===== src/rtl/bsmac_seq.sv =====
// Sequencer for the bit-serial MAC accumulator of a systolic PE: it runs CLR, then n
// serial bit cycles (MSB first), then one fold cycle, and holds the result under valid/ready.
module bsmac_seq #(
   parameter int BITW = 8,
   parameter int SELW = $clog2(BITW),
   parameter int NBW  = $clog2(BITW) + 1
) (
   input  logic            clk,
   input  logic            rst_n,
   input  logic            start,
   output logic            ready,
   input  logic [NBW-1:0]  nbits,
   input  logic            abort,
   output logic            acc_en,
   output logic            acc_clr,
   output logic            acc_mac_done,
   output logic [SELW-1:0] bit_sel,
   output logic            bit_msb,
   output logic            out_valid,
   input  logic            out_ready,
   output logic            busy
);

   typedef enum logic [2:0] {IDLE, CLR, SER, FOLD, HOLD} state_t;

   localparam logic [NBW-1:0] BITW_N = NBW'(BITW);

   state_t          state, state_nx;
   logic [SELW-1:0] cnt, cnt_nx;
   logic [NBW-1:0]  n_lat, n_nx, n_eff, n_m1;

   // A zero or oversized bit count falls back to the full weight width.
   assign n_eff = (nbits == '0 || nbits > BITW_N) ? BITW_N : nbits;
   assign n_m1  = n_lat - NBW'(1);

   always_ff @(posedge clk or negedge rst_n) begin
      if (!rst_n) begin
         state <= IDLE;
         cnt   <= '0;
         n_lat <= BITW_N;
      end else begin
         state <= state_nx;
         cnt   <= cnt_nx;
         n_lat <= n_nx;
      end
   end

   // Next state; abort outranks everything once a job is in flight.
   always_comb begin
      state_nx = state;
      cnt_nx   = cnt;
      n_nx     = n_lat;
      case (state)
         IDLE: begin
            if (start) begin
               state_nx = CLR;
               n_nx     = n_eff;
            end
         end
         CLR: begin
            state_nx = SER;
            cnt_nx   = n_m1[SELW-1:0];
         end
         SER: begin
            if (cnt == '0) state_nx = FOLD;
            else           cnt_nx   = cnt - SELW'(1);
         end
         FOLD: state_nx = HOLD;
         HOLD: begin
            if (out_ready) begin
               if (start) begin
                  state_nx = CLR;
                  n_nx     = n_eff;
               end else begin
                  state_nx = IDLE;
               end
            end
         end
         default: state_nx = IDLE;
      endcase
      if (abort && state != IDLE) begin
         state_nx = IDLE;
         cnt_nx   = cnt;
         n_nx     = n_lat;
      end
   end

   // Moore outputs; the only input-dependent term is ready mirroring out_ready in HOLD.
   always_comb begin
      ready        = 1'b0;
      acc_en       = 1'b0;
      acc_clr      = 1'b0;
      acc_mac_done = 1'b0;
      bit_sel      = '0;
      bit_msb      = 1'b0;
      out_valid    = 1'b0;
      busy         = (state != IDLE);
      case (state)
         IDLE: ready = 1'b1;
         CLR:  acc_clr = 1'b1;
         SER: begin
            acc_en  = 1'b1;
            bit_sel = cnt;
            bit_msb = ({1'b0, cnt} == n_m1);
         end
         FOLD: begin
            acc_en       = 1'b1;
            acc_mac_done = 1'b1;
         end
         HOLD: begin
            out_valid = 1'b1;
            ready     = out_ready;
         end
         default: ;
      endcase
   end

endmodule

===== config.mk =====
export PLATFORM = sky130hd
export DESIGN_NAME = bsmac_seq
export DESIGN_NICKNAME = d
export VERILOG_FILES = /design/src/rtl/bsmac_seq.sv
export SDC_FILE = /design/constraint.sdc
export NUM_CORES = 1
export LEC_CHECK = 0
export CORE_UTILIZATION = 49
export CTS_BUF_LIST = sky130_fd_sc_hd__clkbuf_2 sky130_fd_sc_hd__clkbuf_4 sky130_fd_sc_hd__clkbuf_8
export DETAILED_ROUTE_END_ITERATION = 6
export PLACE_DENSITY = 0.76
export SLEW_MARGIN = 20
export SYNTH_ARGS = -nofsm -noshare
export SYNTH_HDL_FRONTEND = slang
export SYNTH_SLANG_ARGS = --single-unit

===== constraint.sdc =====
create_clock -name clk -period 2.5 [get_ports clk]
set_clock_uncertainty 0.05 [all_clocks]
set_input_delay 0.75 -clock clk [delete_from_list [all_inputs] [get_ports clk]]
set_output_delay 0.75 -clock clk [all_outputs]
set_load 0.005 [all_outputs]

==> results.py, run 1 <==
metrics = {
    "hold_path": {
        "hp-class": "flip-flop to flip-flop",
        "hold_start": "n_lat[3]",
        "hold_path_depth": 2,
    },
    "sta": {
        "max_freq_mhz": 411,
        "slew_headroom_pct": 66.9,
        "worst_pin_slew_ps": 494,
        "tns_ps": 0,
        "fin_ws_ps": 66.6,
        "period_needed_ps": 2430,
        "slew_violations": 0,
        "setup_viol": 0,
        "rsz0062_at_grt": "yes",
        "hold_viol": 0,
        "period_share_pct": 97.3,
    },
    "yosys": {
        "synthAdderAreaFrac_pct": 5.14,
        "yosys_warnings": 0,
        "synth_edf_count": 0,
        "ys.flop_type": "dfrtp_1",
        "syn_area_per_cell_um2": 9.25,
        "synthTopCellsByArea": "dfrtp_1 31%, ha_1 5.1%, inv_1 4.1%, a2111oi_4 3.8%, dfstp_2 3.6%",
        "synth.ff_latch_count": 10,
        "async_flop_share_pct": 100,
        "netlist_instances": 79,
        "yosys.area_share.simple_pct": 23.6,
        "synth_cell_types": 35,
        "synth_top_family_by_area": "simple AND/OR/NAND/NOR gates",
        "synth_area_leader_cell": "dfrtp_1",
        "synth_compound_area_share_pct": 19.0,
        "synth_xor_area_share_pct": 5.99,
        "ys_seq_area_share_pct": 34.4,
        "synth_area_um2": 731,
        "syn-num-nets": 91,
        "netlist.area_leader.share_pct": 30.8,
        "yosys-mux-area-fraction_pct": 2.91,
    },
    "final_layout": {
        "final_area_mm2": 0.00103,
        "antennaDiodeCount": 0,
        "drive_above_1_share_pct": 24.5,
        "fin_nets": 119,
        "areaGrowthSynthToFinish_pct": 40.9,
        "final_cells": 121,
        "fin_util_pct": 76.3,
    },
    "clock_tree": {
        "h-tree-depth": 1,
        "cts.sinks": 10,
        "cts_hold_buf": 0,
        "clk_pin_slew_ps": 70,
        "clk_path_buf_depth": 2,
        "cts_buffers": 3,
        "cts-root-buf": "clkbuf_4",
        "clkLatencyLatePin_ps": 270,
        "cts_tree": "built",
    },
    "die": {
        "num_io_pins": 19,
        "die_y_um": 40.6,
        "die-area_mm2": 0.00165,
        "core-area_mm2": 0.00135,
        "die_w_um": 40.6,
        "start_util_pct": 54.1,
        "rows": 13,
    },
    "run_status": {
        "status": "finished clean",
    },
    "setup_path": {
        "worstReg2RegStart": "cnt[0]",
        "crit_cells": 3,
        "critPathArrivalTime_ps": 1630,
        "worst-r2r-cell-count": 6,
        "path_class": "flip-flop to output pin",
        "critPathTopFamily": "buffers and inverters",
        "crit_path_max_fanout": 5,
        "slowest_stage": "clkdlybuf4s50_1",
        "startpoint": "state[0]",
        "cp.required_ps": 1700,
        "cp_cell_sequence": "nor3_2 > and2_1 > clkdlybuf4s50_1",
        "cpPeakStageDelay_ps": 490,
        "critPathCaptureType": "output pin",
        "cp-start-kind": "flip-flop",
        "crit_buf_inv": 1,
    },
    "grt": {
        "antenna_found_initial": 0,
        "overflow": 0,
        "grt_pass1_vias": 615,
        "grt_pass1_wl_mm": 2.61,
        "grt_max_degree": 11,
        "grt_usage_pct": 24.3,
    },
    "pwr": {
        "leakage_nw": 0.483,
        "power.density_mw_per_mm2": 702,
        "vdd_drop_max_mv": 0.458,
    },
    "placement": {
        "io_buffers": 18,
        "dpl-instance-area_um2": 955,
        "hpwl_mm": 1.28,
        "dp_slack_ps": -216,
        "gp_congestion": 0.725,
        "placed_cells": 116,
    },
    "job": {
        "cap_viol_max_count": 0,
    },
    "detailed_routing": {
        "ant_nets": 0,
        "wl_per_cell_um": 14.0,
        "via_per_inst": 5.70,
        "drt_iter0_drc": 18,
        "num_vias": 690,
        "wl_mm": 1.69,
        "drt_first_pass_iters": 4,
        "drc": 0,
    },
}
worst min-delay path: stages (launching register included):
cell,delay [ps]
dfstp_2,370
nor2_1,90
a31oi_1,50
registers in the layout, indices dropped and copies added, names as in the netlist:
name   count
cnt        3
state      3
n_lat      4
cells in the mapped netlist (2+ instances only):
master	instances
a211oi_1	2
a31oi_1	2
and2_1	2
buf_6	2
dfrtp_1	9
ha_1	3
inv_1	8
nand2b_1	3
nand3_1	3
nor2_1	6
nor2b_1	3
nor3_1	4
nor3b_1	3
o21ai_0	4
or3_1	2
xnor2_1	2
xor2_1	3
cell families (layout without fill, tap and decap cells):
| kind of cell | count (synthesis) | after routing |
|---|---|---|
| simple gates | 30 | 30 |
| compound gates | 17 | 17 |
| buf+inv | 12 | 39 |
| flops | 10 | 10 |
| xor+xnor | 5 | 5 |
| fa+ha+maj | 3 | 3 |
| mux | 2 | 2 |
report_power, final:
group          internal, mW  switching (mW)
Clock                0.0725          0.0579
Combinational         0.188           0.161
Sequential            0.204          0.0392
Total                 0.465           0.258
metrics by stage:
stage	hold slack, ps	power, mW
2_1_floorplan	404	0.446
3_3_place_gp	453	0.553
3_5_place_dp	462	0.566
4_1_cts	469	0.710
5_1_grt	540	0.776
6_report	464	0.723
cell type report:
type	instances	area, um^2
tap	15	18.8
inverter	8	30.0
multi-input combinational	57	449
fill	96	320
clock buffer	4	30.0
sequential	10	251
timing repair buffer	27	250
worst paths after layout:
check	slack, ps	endpoint
max	70	bit_sel[2]
min	460	n_lat[3]
max reg2reg	640	cnt[0]
min reg2reg	460	n_lat[3]
max in group asynchronous	1280	n_lat[3]
min in group asynchronous	760	state[0]
placed cells by master, fill, tap and decap left out, types with 2 or more instances in the layout:
| cell type | Yosys | layout |
|---|---|---|
| inv_2 | 0 | 2 |
| clkdlybuf4s50_1 | 0 | 11 |
| inv_1 | 8 | 6 |
| or3_1 | 2 | 2 |
| ha_1 | 3 | 2 |
| dfrtp_1 | 9 | 9 |
| dlygate4sd2_1 | 0 | 4 |
| a31oi_1 | 2 | 2 |
| and2_1 | 2 | 2 |
| clkbuf_4 | 0 | 4 |
| nand2b_1 | 3 | 3 |
| o21ai_0 | 4 | 4 |
| xor2_1 | 3 | 3 |
| nor3_1 | 4 | 2 |
| nor3_2 | 0 | 2 |
| nor3b_1 | 3 | 3 |
| nand3_1 | 3 | 3 |
| a211oi_1 | 2 | 2 |
| buf_4 | 1 | 8 |
| nor2_1 | 6 | 5 |
| nor2b_1 | 3 | 3 |
repair_timing:
item                       4_1_cts  5_1_grt
setup buffers                    1        0
pin swaps                        1        1
setup endpoints to repair        5        5
gates resized for setup         13        6
layer usage:
layer / track usage [%] / share of wire [%] / wire length (um) / vias to the layer above
met5: 0 / 0 / 0 / -
met3: 6.52 / 4.3 / 72 / 2
met4: 5.00 / 1.0 / 17 / 0
met1: 29.4 / 42 / 718 / 337
li1: - / - / - / 334
met2: 42.9 / 52 / 885 / 17
Power figures use the tool's default switching activity.
==> inputs of run 2 (changes only) <==
--- a/config.mk
+++ b/config.mk
@@ -11,3 +11,3 @@
 export PLACE_DENSITY = 0.76
-export SLEW_MARGIN = 20
+export SLEW_MARGIN = 5
 export SYNTH_ARGS = -nofsm -noshare
==> constraint.sdc (replaced) <==
create_clock -name clk -period 2.5 [get_ports clk]
set_clock_uncertainty 0.05 [all_clocks]
set_input_delay 0.375 -clock clk [delete_from_list [all_inputs] [get_ports clk]]
set_output_delay 0.375 -clock clk [all_outputs]
set_load 0.005 [all_outputs]
==> run 2 against run 1 <==
Clock power rose by 17%. Worst hold slack got worse by 100 ps. Worst setup slack improved by 49 ps. Power fell by 2.8%. Wire length fell by 6.6%. Via count fell by 9.3%. Largest power group unchanged. Fmax rose by 2.1%. Combinational power fell by 16%. Register-to-register slack got worse by 40 ps. Flip-flop and latch count did not move.
==> results.py, run 2 (same netlist as run 1, synthesis figures left out) <==
metrics = {
    "clock_tree": {
        "h-tree-depth": 1,
        "clk_pin_slew_ps": 70,
        "clk_path_buf_depth": 2,
        "cts-root-buf": "clkbuf_4",
        "cts.sinks": 10,
        "cts_buffers": 3,
        "post_cts.repair.setup_buffers": 0,
        "clkLatencyLatePin_ps": 280,
        "cts_hold_buf": 0,
        "cts_tree": "built",
    },
    "placement": {
        "io_buffers": 18,
        "gp_congestion": 0.758,
        "placed_cells": 108,
        "hpwl_mm": 1.22,
        "dpl-instance-area_um2": 895,
    },
    "sta": {
        "hold_ws_ps": 363,
        "slew_violations": 0,
        "tns_ps": 0,
        "worst_pin_slew_ps": 509,
        "period_share_pct": 95.4,
        "setup_viol": 0,
        "rsz0062_at_grt": "no",
        "max_freq_mhz": 419,
        "slew_headroom_pct": 66.1,
        "period_needed_ps": 2380,
        "hold_viol": 0,
    },
    "grt": {
        "grt_max_degree": 12,
        "busiest_layer": "met2",
        "met3_usage_pct": 9.78,
        "antenna_found_initial": 0,
        "overflow": 0,
        "grt_usage_pct": 22.7,
        "grt_pass1_wl_mm": 2.30,
        "gr-usage-met1_pct": 21.5,
        "grt_pass1_vias": 563,
        "grt_use_met2_pct": 42.9,
    },
    "die": {
        "num_io_pins": 19,
        "start_util_pct": 54.1,
        "core-area_mm2": 0.00135,
        "die-area_mm2": 0.00165,
        "rows": 13,
        "die_y_um": 40.6,
        "die_w_um": 40.6,
    },
    "detailed_routing": {
        "drt_iter0_drc": 8,
        "drc": 0,
        "ant_nets": 0,
        "wl_per_cell_um": 14.1,
        "via_per_inst": 5.59,
        "num_vias": 626,
        "wl_mm": 1.58,
        "drt_first_pass_iters": 4,
    },
    "pwr": {
        "power.density_mw_per_mm2": 742,
        "vdd_drop_max_mv": 0.477,
        "leakage_nw": 0.418,
    },
    "setup_path": {
        "critPathCaptureType": "output pin",
        "cp.required_ps": 2080,
        "worst-r2r-cell-count": 4,
        "path_class": "flip-flop to output pin",
        "critPathArrivalTime_ps": 1960,
        "cp-start-kind": "flip-flop",
        "crit_path_max_fanout": 11,
    },
    "final_layout": {
        "fin_nets": 110,
        "multi_input_area_um2": 427,
        "fillers": 109,
        "largest_reg_flops": 4,
        "mostFrequentLayoutCells": "17 x clkdlybuf4s50_1, 8 x inv_1, 8 x dfrtp_1",
        "antennaDiodeCount": 0,
        "areaGrowthSynthToFinish_pct": 29.6,
        "reg.largest.list": "n_lat (4), cnt (3), state (3)",
        "fin_util_pct": 70.2,
        "regMostFlops": "n_lat",
        "seq_area_um2": 253,
        "final_cells": 112,
        "final_common_cell": "clkdlybuf4s50_1",
        "drive_above_1_share_pct": 11.3,
        "final_area_um2": 947,
    },
    "run_status": {
        "status": "finished clean",
    },
    "job": {
        "cap_viol_max_count": 0,
    },
    "hold_path": {
        "hp-class": "input pin to asynchronous set/reset pin",
    },
}
## run 2: cell types whose count changed in the layout (fill, tap and decap cells not counted), sizes merged
cell / before / now
buf: 9 / 0
clkdlybuf4s50: 11 / 17
dlygate4sd2: 4 / 0
clkdlybuf4s15: 2 / 0
## run 2: critical path, stage by stage, from the launching register on
cell and delay (ps):
dfrtp_1 510, or3b_1 540, nor2_1 130, clkdlybuf4s50_1 510
## run 2: path summary, 6_finish.rpt
kind	end	slack, ps	from
hold reg to reg	n_lat[3]	470	n_lat[3]
setup / recovery	bit_sel[0]	120	state[0]
setup reg to reg	cnt[0]	600	state[0]
hold / removal	state[0]	360	rst_n
min in group clk	n_lat[3]	470	n_lat[3]
max in group asynchronous	state[1]	1690	rst_n
## run 2: cell type report
class / count / area share (%)
inverters: 8 / 3.17
flip-flops and latches: 10 / 26.7
multi-input cells: 57 / 45.0
well taps: 15 / 1.98
repair buffers: 18 / 19.3
clock buffers: 4 / 3.83
## run 2: repair_timing
item,4_1_cts,5_1_grt
endpoints found under the setup margin,1,1
gates resized for setup,1,3
gates cloned,0,0
## run 2: report_power, final
group | total, mW | leakage [nW] | internal [mW] | switching [mW]
clock | 0.152 | 0.0210 | 0.0887 | 0.0629
combinational | 0.294 | 0.277 | 0.160 | 0.134
sequential | 0.257 | 0.120 | 0.205 | 0.0527
## run 2: stage by stage
| step | power [mW] | worst slack (ps) |
|---|---|---|
| finish | 0.703 | 116 |
| global placement | 0.528 | 362 |
| global route | 0.758 | 19.5 |
| detailed placement | 0.541 | 296 |
| floorplan | 0.446 | 764 |
| CTS | 0.693 | 6.45 |
## run 2: layer usage
layer	share of wire [%]	wire length [um]
met5	0	0
met4	1.6	26
met3	4.5	71
met2	52	819
met1	42	663
==> inputs of run 3 (changes only) <==
- TNS_END_PERCENT: not set -> 50
- clock period: 2.5 -> 2.7 ns (I/O delays scaled with it)
==> run 3 against run 2 <==
Cell count is the same. Global-route usage grew 0.57 points. First-iteration DRC count shrank 63%. Largest power group unchanged. Highest routed layer unchanged.
==> results.py, run 3 (same netlist as run 1, synthesis figures left out) <==
metrics = {
    "run_status": {
        "status": "finished clean",
    },
    "clock_tree": {
        "cts_tree": "built",
        "cts_resized": 0,
        "h-tree-depth": 1,
        "clk_pin_slew_ps": 70,
        "cts_buffers": 3,
        "clkLatencyLatePin_ps": 270,
        "clk_path_buf_depth": 2,
        "cts.sinks": 10,
        "cts_hold_buf": 0,
        "cts-root-buf": "clkbuf_4",
        "post_cts.repair.setup_buffers": 0,
    },
    "die": {
        "rows": 13,
        "die_y_um": 40.6,
        "core-area_mm2": 0.00135,
        "num_io_pins": 19,
        "die-area_mm2": 0.00165,
        "start_util_pct": 54.1,
        "die_w_um": 40.6,
    },
    "grt": {
        "grt_usage_pct": 23.3,
        "grt_pass1_vias": 591,
        "grt_pass1_wl_mm": 2.41,
        "antenna_found_initial": 0,
        "overflow": 0,
        "grt_max_degree": 12,
    },
    "pwr": {
        "leakage_nw": 0.395,
        "vdd_drop_max_mv": 0.469,
        "pwr-share-seq_pct": 37.2,
        "power.density_mw_per_mm2": 683,
        "p_switching_uw": 222,
        "combPwrFrac_pct": 41.1,
        "p_total_uw": 636,
        "p_int_uw": 414,
        "switching_share_pct": 35.0,
        "pwr-share-clk_pct": 21.8,
    },
    "final_layout": {
        "final_area_um2": 931,
        "regMostFlops": "n_lat",
        "antennaDiodeCount": 0,
        "drive_above_1_share_pct": 8.25,
        "final_common_cell": "clkdlybuf4s50_1",
        "seq_area_um2": 251,
        "largest_reg_flops": 4,
        "fin_nets": 110,
        "reg.largest.list": "n_lat (4), cnt (3), state (3)",
        "fillers": 112,
        "fin_util_pct": 69.0,
        "multi_input_area_um2": 414,
        "areaGrowthSynthToFinish_pct": 27.4,
        "mostFrequentLayoutCells": "18 x clkdlybuf4s50_1, 9 x dfrtp_1, 8 x inv_1",
    },
    "setup_path": {
        "critPathCaptureType": "output pin",
        "critPathArrivalTime_ps": 2070,
        "cpPeakStageDelay_ps": 540,
        "crit_buf_inv": 2,
        "reg2reg_slack_ps": 810,
        "path_class": "flip-flop to output pin",
        "cp.required_ps": 2250,
        "crit_path_max_fanout": 10,
        "slowest_stage": "dfrtp_1",
        "cp_cell_sequence": "inv_1 > nor3_1 > nand3_1 > nor3_1 > clkdlybuf4s50_1",
        "critPathTopFamily": "buffers and inverters",
        "crit_top_cell": "nor3_1",
        "cp-start-kind": "flip-flop",
    },
    "sta": {
        "setup_viol": 0,
        "max_freq_mhz": 396,
        "worst_pin_slew_ps": 517,
        "period_needed_ps": 2530,
        "slew_headroom_pct": 65.5,
        "period_share_pct": 93.6,
        "rsz0062_at_grt": "no",
        "hold_viol": 0,
        "slew_violations": 0,
        "fin_ws_ps": 172,
        "tns_ps": 0,
    },
    "detailed_routing": {
        "num_vias": 627,
        "drt_first_pass_iters": 4,
        "drt_iter0_drc": 3,
        "ant_nets": 0,
        "wl_per_cell_um": 14.3,
        "wl_mm": 1.60,
        "drc": 0,
        "via_per_inst": 5.60,
    },
    "placement": {
        "dp_slack_ps": 460,
        "io_buffers": 18,
        "hpwl_mm": 1.24,
        "dpl-instance-area_um2": 895,
        "gp_congestion": 0.758,
    },
    "hold_path": {
        "hp-class": "input pin to asynchronous set/reset pin",
    },
    "job": {
        "cap_viol_max_count": 0,
    },
}
-- run 3: changes by cell type in the layout (fill, tap and decap cells not counted), sizes merged --
cell           previous run  this run
dlymetal6s2s              1         0
clkdlybuf4s50            17        18
-- run 3: stage by stage --
stage | hold WS (ps) | instances
after floorplan | 59.4 | 79
after global placement | 454 | 108
after detailed placement | 463 | 108
after CTS | 416 | 112
after global routing | 453 | 112
final | 406 | 112
-- run 3: power groups by stage --
| stage | combinational (mW) | sequential [mW] | clock, mW |
|---|---|---|---|
| floorplan | 0.197 | 0.216 | 0 |
| global placement | 0.254 | 0.235 | 0 |
| detailed placement | 0.263 | 0.239 | 0 |
| CTS | 0.264 | 0.236 | 0.142 |
| global route | 0.296 | 0.242 | 0.148 |
| finish | 0.261 | 0.236 | 0.139 |
-- run 3: final cells by class --
cell class,count,share of cell area [%]
repair buffers,18,19.4
flip-flops and latches,10,27.0
well taps,15,2.02
inverters,8,3.23
clock buffers,4,3.90
multi-input cells,57,44.5
-- run 3: worst paths after layout --
kind,start,end,depth (start not counted)
worst max-delay path,state[1],bit_msb,5
worst min-delay path,rst_n,cnt[1],1
worst max register to register,cnt[0],cnt[0],6
worst min register to register,n_lat[3],n_lat[3],2
max in group asynchronous,rst_n,n_lat[3],1
min in group clk,n_lat[3],n_lat[3],2
-- run 3: routing by layer --
metal | routed length [um] | up-vias | share of wire (%) | track usage, %
met4 | 32 | 0 | 2.0 | 12.5
met5 | 0 | - | 0 | 0
met1 | 699 | 301 | 44 | 23.9
met3 | 48 | 5 | 3.0 | 4.89
met2 | 821 | 13 | 51 | 43.3
li1 | - | 308 | - | -
